## src/rtl/router_drain_arb.sv

```systemverilog
// Drains whole packets from three router output FIFOs onto one byte stream,
// round-robin between packets, with a 2-entry output buffer and mid-packet timeout.
module router_drain_arb #(
    parameter int TIMEOUT = 16
) (
    input  logic       clk,
    input  logic       rst,
    input  logic       vld_out_0,
    input  logic       vld_out_1,
    input  logic       vld_out_2,
    input  logic [7:0] dout_0,
    input  logic [7:0] dout_1,
    input  logic [7:0] dout_2,
    output logic       rd_en_0,
    output logic       rd_en_1,
    output logic       rd_en_2,
    output logic [7:0] m_data,
    output logic       m_valid,
    input  logic       m_ready,
    output logic       m_sop,
    output logic       m_eop,
    output logic [1:0] m_port,
    output logic       timeout_err
);
    localparam logic [1:0] IDLE     = 2'd0;
    localparam logic [1:0] HDR      = 2'd1;
    localparam logic [1:0] HDR_WAIT = 2'd2;
    localparam logic [1:0] BODY     = 2'd3;
    localparam int CW = $clog2(TIMEOUT + 1);

    logic [1:0]    state_reg, state_next;
    logic [1:0]    grant_reg, grant_next;
    logic [1:0]    rr_ptr_reg, rr_ptr_next;
    logic [6:0]    remaining_reg, remaining_next;
    logic [CW-1:0] idle_cnt_reg, idle_cnt_next;
    logic          timeout_err_reg, timeout_err_next;
    logic          inflight_reg, inflight_sop_reg, inflight_eop_reg;

    logic [7:0] fifo_data [2];
    logic [1:0] fifo_port [2];
    logic [1:0] fifo_sop, fifo_eop;
    logic       wr_ptr_reg, rd_ptr_reg;
    logic [1:0] count_reg;

    logic [2:0] vld_vec;
    logic [7:0] dout_arr [3];
    logic       vld_g;
    logic [7:0] dout_g;
    logic       rd, enq, deq, space, found;
    logic [1:0] pick;
    logic [2:0] occ_proj;
    logic [2:0] rd_en_vec;

    function automatic logic [1:0] wrap3(input logic [2:0] v);
        return (v >= 3'd3) ? 2'(v - 3'd3) : v[1:0];
    endfunction

    assign vld_vec     = {vld_out_2, vld_out_1, vld_out_0};
    assign dout_arr[0] = dout_0;
    assign dout_arr[1] = dout_1;
    assign dout_arr[2] = dout_2;
    assign vld_g       = vld_vec[grant_reg];
    assign dout_g      = dout_arr[grant_reg];

    assign m_valid = (count_reg != 2'd0);
    assign deq     = m_valid & m_ready;
    assign enq     = inflight_reg;
    // Occupancy as it will stand after this edge; a new read may only be issued
    // if its byte is guaranteed a slot when it lands next cycle.
    assign occ_proj = {1'b0, count_reg} + {2'b00, inflight_reg} - {2'b00, deq};
    assign space    = (occ_proj < 3'd2);

    always_comb begin
        rd = 1'b0;
        case (state_reg)
            HDR:     rd = vld_g & space;
            BODY:    rd = vld_g & (remaining_reg != 7'd0) & space;
            default: rd = 1'b0;
        endcase
    end

    for (genvar gi = 0; gi < 3; gi++) begin : g_rd_en
        assign rd_en_vec[gi] = rd & (grant_reg == 2'(gi));
    end
    assign rd_en_0 = rd_en_vec[0];
    assign rd_en_1 = rd_en_vec[1];
    assign rd_en_2 = rd_en_vec[2];

    // Descending scan so the smallest offset from rr_ptr wins.
    always_comb begin
        pick  = rr_ptr_reg;
        found = 1'b0;
        for (int k = 2; k >= 0; k--) begin
            if (vld_vec[wrap3({1'b0, rr_ptr_reg} + 3'(k))]) begin
                pick  = wrap3({1'b0, rr_ptr_reg} + 3'(k));
                found = 1'b1;
            end
        end
    end

    always_comb begin
        state_next       = state_reg;
        grant_next       = grant_reg;
        rr_ptr_next      = rr_ptr_reg;
        remaining_next   = remaining_reg;
        idle_cnt_next    = idle_cnt_reg;
        timeout_err_next = 1'b0;
        case (state_reg)
            IDLE: begin
                if (found) begin
                    grant_next = pick;
                    state_next = HDR;
                end
            end
            HDR: begin
                if (rd) state_next = HDR_WAIT;
            end
            HDR_WAIT: begin
                remaining_next = {1'b0, dout_g[7:2]} + 7'd1;
                idle_cnt_next  = '0;
                state_next     = BODY;
            end
            default: begin
                if (rd) begin
                    remaining_next = remaining_reg - 7'd1;
                    idle_cnt_next  = '0;
                end else if ((remaining_reg != 7'd0) && !vld_g) begin
                    if (idle_cnt_reg == CW'(TIMEOUT - 1)) begin
                        timeout_err_next = 1'b1;
                        state_next       = IDLE;
                        rr_ptr_next      = wrap3({1'b0, grant_reg} + 3'd1);
                        remaining_next   = 7'd0;
                        idle_cnt_next    = '0;
                    end else begin
                        idle_cnt_next = idle_cnt_reg + 1'b1;
                    end
                end else begin
                    idle_cnt_next = '0;
                end
                if (inflight_reg && inflight_eop_reg) begin
                    state_next    = IDLE;
                    rr_ptr_next   = wrap3({1'b0, grant_reg} + 3'd1);
                    idle_cnt_next = '0;
                end
            end
        endcase
    end

    always_ff @(posedge clk or negedge rst) begin
        if (!rst) begin
            state_reg        <= IDLE;
            grant_reg        <= 2'd0;
            rr_ptr_reg       <= 2'd0;
            remaining_reg    <= 7'd0;
            idle_cnt_reg     <= '0;
            timeout_err_reg  <= 1'b0;
            inflight_reg     <= 1'b0;
            inflight_sop_reg <= 1'b0;
            inflight_eop_reg <= 1'b0;
            wr_ptr_reg       <= 1'b0;
            rd_ptr_reg       <= 1'b0;
            count_reg        <= 2'd0;
        end else begin
            state_reg        <= state_next;
            grant_reg        <= grant_next;
            rr_ptr_reg       <= rr_ptr_next;
            remaining_reg    <= remaining_next;
            idle_cnt_reg     <= idle_cnt_next;
            timeout_err_reg  <= timeout_err_next;
            inflight_reg     <= rd;
            inflight_sop_reg <= (state_reg == HDR);
            inflight_eop_reg <= (state_reg == BODY) && (remaining_reg == 7'd1);
            if (enq) wr_ptr_reg <= ~wr_ptr_reg;
            if (deq) rd_ptr_reg <= ~rd_ptr_reg;
            case ({enq, deq})
                2'b10:   count_reg <= count_reg + 2'd1;
                2'b01:   count_reg <= count_reg - 2'd1;
                default: count_reg <= count_reg;
            endcase
        end
    end

    // Buffer storage needs no reset: every output is gated by m_valid.
    always_ff @(posedge clk) begin
        if (enq) begin
            fifo_data[wr_ptr_reg] <= dout_g;
            fifo_port[wr_ptr_reg] <= grant_reg;
            fifo_sop[wr_ptr_reg]  <= inflight_sop_reg;
            fifo_eop[wr_ptr_reg]  <= inflight_eop_reg;
        end
    end

    assign m_data      = m_valid ? fifo_data[rd_ptr_reg] : 8'd0;
    assign m_port      = m_valid ? fifo_port[rd_ptr_reg] : 2'd0;
    assign m_sop       = m_valid & fifo_sop[rd_ptr_reg];
    assign m_eop       = m_valid & fifo_eop[rd_ptr_reg];
    assign timeout_err = timeout_err_reg;
endmodule

```

## config.mk

```make
export PLATFORM = sky130hd
export DESIGN_NAME = router_drain_arb
export DESIGN_NICKNAME = d
export VERILOG_FILES = /design/src/rtl/router_drain_arb.sv
export SDC_FILE = /design/constraint.sdc
export NUM_CORES = 1
export LEC_CHECK = 0
export CAP_MARGIN = 20
export CORE_MARGIN = 4
export CORE_UTILIZATION = 51
export DETAILED_ROUTE_END_ITERATION = 10
export HOLD_SLACK_MARGIN = 0.1
export PLACE_DENSITY = 0.77
export SETUP_SLACK_MARGIN = 0.3
export SYNTH_ARGS = -nofsm -noshare
export SYNTH_HDL_FRONTEND = slang
export SYNTH_SLANG_ARGS = --single-unit
```

## constraint.sdc

```tcl
create_clock -name clk -period 3.5 [get_ports clk]
set_clock_uncertainty 0.1 [all_clocks]
set_input_delay 0.35 -clock clk [delete_from_list [all_inputs] [get_ports clk]]
set_output_delay 0.35 -clock clk [all_outputs]
set_load 0.03 [all_outputs]
```

==> results.py <==
metrics = {
    "sta": {
        "rsz0062_at_grt": "false",
        "final_hold_viol_count": 0,
        "period_share_pct": 88.0,
        "setup_slack_ns": 0.420,
        "worst_pin_slew_ns": 1.05,
        "max_freq_mhz": 325,
        "maxSlewViolCount": 0,
        "setup_viol": 0,
        "slew_headroom_pct": 30.1,
        "post-route-min-period_ns": 3.08,
        "tns_ns": 0,
    },
    "layout": {
        "most-common-layout-cells": "43 x clkdlybuf4s50_1, 32 x nor2_1, 25 x nand2_1, 25 x mux2i_1, 25 x dfrtp_1",
        "synthToLayoutAreaGrowth_pct": 22.6,
        "drive_above_1_share_pct": 10.6,
        "largest_register_ffs": 16,
        "final_common_cell": "clkdlybuf4s50_1",
        "num-fill-cells": 442,
        "diodes": 0,
        "final_nets": 385,
        "layoutNonFillerInstCount": 413,
        "final_design_area_no_fill_um2": 3650,
    },
    "detailed_routing": {
        "wirelength_met1_mm": 2.90,
        "drc": 0,
        "vias": 2286,
        "wl_met2_mm": 2.93,
        "top_layer_used": "met4",
        "wl_mm": 6.26,
        "vias_per_cell": 5.54,
        "ant_nets": 0,
        "routedWlPerCell_um": 15.2,
        "wl_met3_um": 364,
        "drt_first_pass_iters": 4,
        "initialDrtViolationCount": 124,
    },
    "run_status": {
        "status": "finished, final reports clean",
    },
    "clock_network": {
        "cts_root_buffer": "clkbuf_8",
        "clk_latency_ns": 0.30,
        "cts_max_path_buffers": 2,
        "clkSinkCount": 50,
        "cts_buffers": 5,
        "cts_hold_buf": 0,
        "cts_max_level": 2,
        "cts_tree": "yes",
        "clk_pin_slew_ns": 0.09,
    },
    "power_and_ir_drop": {
        "cellPowerDensity_nw_per_um2": 821,
        "p_int_mw": 1.73,
        "total_power_mw": 3.00,
        "p_seq_share_pct": 32.7,
        "p_sw_mw": 1.26,
        "p_comb_share_pct": 53.9,
        "vdd_ir_drop_max_uv": 456,
        "clock_power_share_pct": 13.4,
        "p_sw_share_pct": 42.2,
        "leakagePower_nw": 1.45,
    },
    "synthesis": {
        "synth_top_area_share_pct": 24.2,
        "syn_avg_cell_area_um2": 10.2,
        "syn_nets": 337,
        "yosys_register_bits": 50,
        "yosysTopAreaCell": "edfxtp_1",
        "synth_cell_types": 52,
        "synth_edf_count": 24,
        "synth_ff_type": "dfrtp_1",
        "synth_area_leaders": "edfxtp_1 24%, dfrtp_1 22%, mux2i_1 8.4%",
        "synthCells": 292,
        "yosysWarnings": 0,
        "syn_area_um2": 2980,
        "seq_area_frac_synth_pct": 46.1,
        "async_flop_share_pct": 52.0,
    },
    "job": {
        "maxCapViolations": 0,
    },
    "critical_path": {
        "cp_max_fo": 8,
        "crit_path_end_kind": "output port",
        "worst_setup_path_start_kind": "input port",
        "worstSetupPathType": "input port to output port",
        "cp_data_arrival_time_ns": 2.63,
        "reg2regPathDepth": 10,
        "crit_required_ns": 3.05,
    },
    "die": {
        "core_um2": 5570,
        "dieWidth_um": 84.4,
        "num_rows": 27,
        "io_pins": 47,
        "die_h_um": 84.4,
        "start_util_pct": 53.4,
        "dieArea_um2": 7130,
    },
    "min_path": {
        "hold_path_class": "input port to async pin",
    },
    "placement": {
        "dpl_cell_area_um2": 3480,
        "dpl_worst_slack_ns": 0.101,
        "globalplace.congestion": 0.910,
        "portBuffers": 46,
        "post-place-cells": 400,
        "hpwl_mm": 4.62,
    },
    "global_route": {
        "antenna_found_initial": 0,
        "grt_pass1_vias": 2141,
        "globalRoute.totalOverflow": 0,
        "grt_start_max_net_pins": 27,
        "grt_pass1_wl_mm": 10.4,
        "grt_util_all_layers_pct": 18.1,
    },
}
## through the flow
step / util, % / hold WS [ns]
4_1_cts: 65.0 / 0.312
6_report: 65.5 / 0.309
5_1_grt: 65.5 / 0.322
3_3_place_gp: 62.5 / 0.323
3_5_place_dp: 62.5 / 0.336
2_1_floorplan: - / -0.0456
## per-layer routing
| metal | global-route usage (%) | up-vias |
|---|---|---|
| li1 | - | 1139 |
| met1 | 24.1 | 1079 |
| met2 | 29.6 | 63 |
| met3 | 4.42 | 5 |
| met4 | 5.32 | 0 |
| met5 | 0 | - |
## cell usage after synthesis, drive strengths merged (2+ instances only)
master and n:
nor2 33, dfrtp 26, mux2i 25, nand2 25
edfxtp 24, o21ai 24, ha 14, inv 13
buf 9, a21oi 8, nand3 8, nor2b 8
and2 7, clkbuf 7, o2bb2ai 6, xnor2 5
a211oi 4, nor3 4, xor2 4, mux2 3
nor3b 3, o22ai 3, o31ai 3, or2 3
a31oi 2, and3 2, nor4 2, o21a 2
## final timing paths
check                                  from                to  slack, ns
max in group asynchronous               rst      count_reg[1]       2.72
min in group clk           inflight_sop_reg       fifo_sop[0]       0.35
hold / removal                          rst  remaining_reg[1]       0.31
setup / recovery                    m_ready           rd_en_0       0.42
setup reg to reg                        enq      state_reg[1]       0.52
hold reg to reg            inflight_sop_reg       fifo_sop[0]       0.35
## area by class of cell
class,count,area [µm²],share of cell area (%)
inverter,13,48.8,1.34
tap,72,90.1,2.47
sequential,50,1370,37.6
clock buffer,6,72.6,1.99
multi-input combinational,213,1490,40.8
clock inverter,2,37.5,1.03
timing repair buffer,57,539,14.8
## worst max-delay path, stage by stage
cell and delay, ns:
clkdlybuf4s50_1 0.53, xor2_1 0.17, nand2_1 0.08, fa_1 0.48
o21ai_0 0.13, a211oi_2 0.24, nor2b_4 0.21, buf_6 0.14
and2_1 0.13, buf_4 0.15
## logic make-up after synthesis
family / share of synthesized area, %
adders and majority gates: 6.55
xor gates and xnor gates: 2.65
muxes: 9.79
DFF: 46.1
AOI/OAI and AO/OA: 13.7
buffers and inverters: 4.45
and+or+nand+nor: 16.8
## power groups by stage
| stage | clock, mW | combinational (mW) | sequential, mW |
|---|---|---|---|
| 4_1_cts | 0.409 | 1.61 | 0.981 |
| 5_1_grt | 0.440 | 1.78 | 1.00 |
| 6_report | 0.401 | 1.61 | 0.980 |
| 2_1_floorplan | 0 | 1.18 | 0.902 |
| 3_5_place_dp | 0 | 1.55 | 0.993 |
| 3_3_place_gp | 0 | 1.51 | 0.985 |
## what timing repair did
| action | 4_1_cts | 5_1_grt |
|---|---|---|
| resized for setup | 4 | 2 |
| buffers inserted | 2 | 3 |
| pin swaps | 1 | 1 |
| endpoints found under the setup margin | 3 | 4 |
Note: power is estimated with default switching activity, not from simulation.
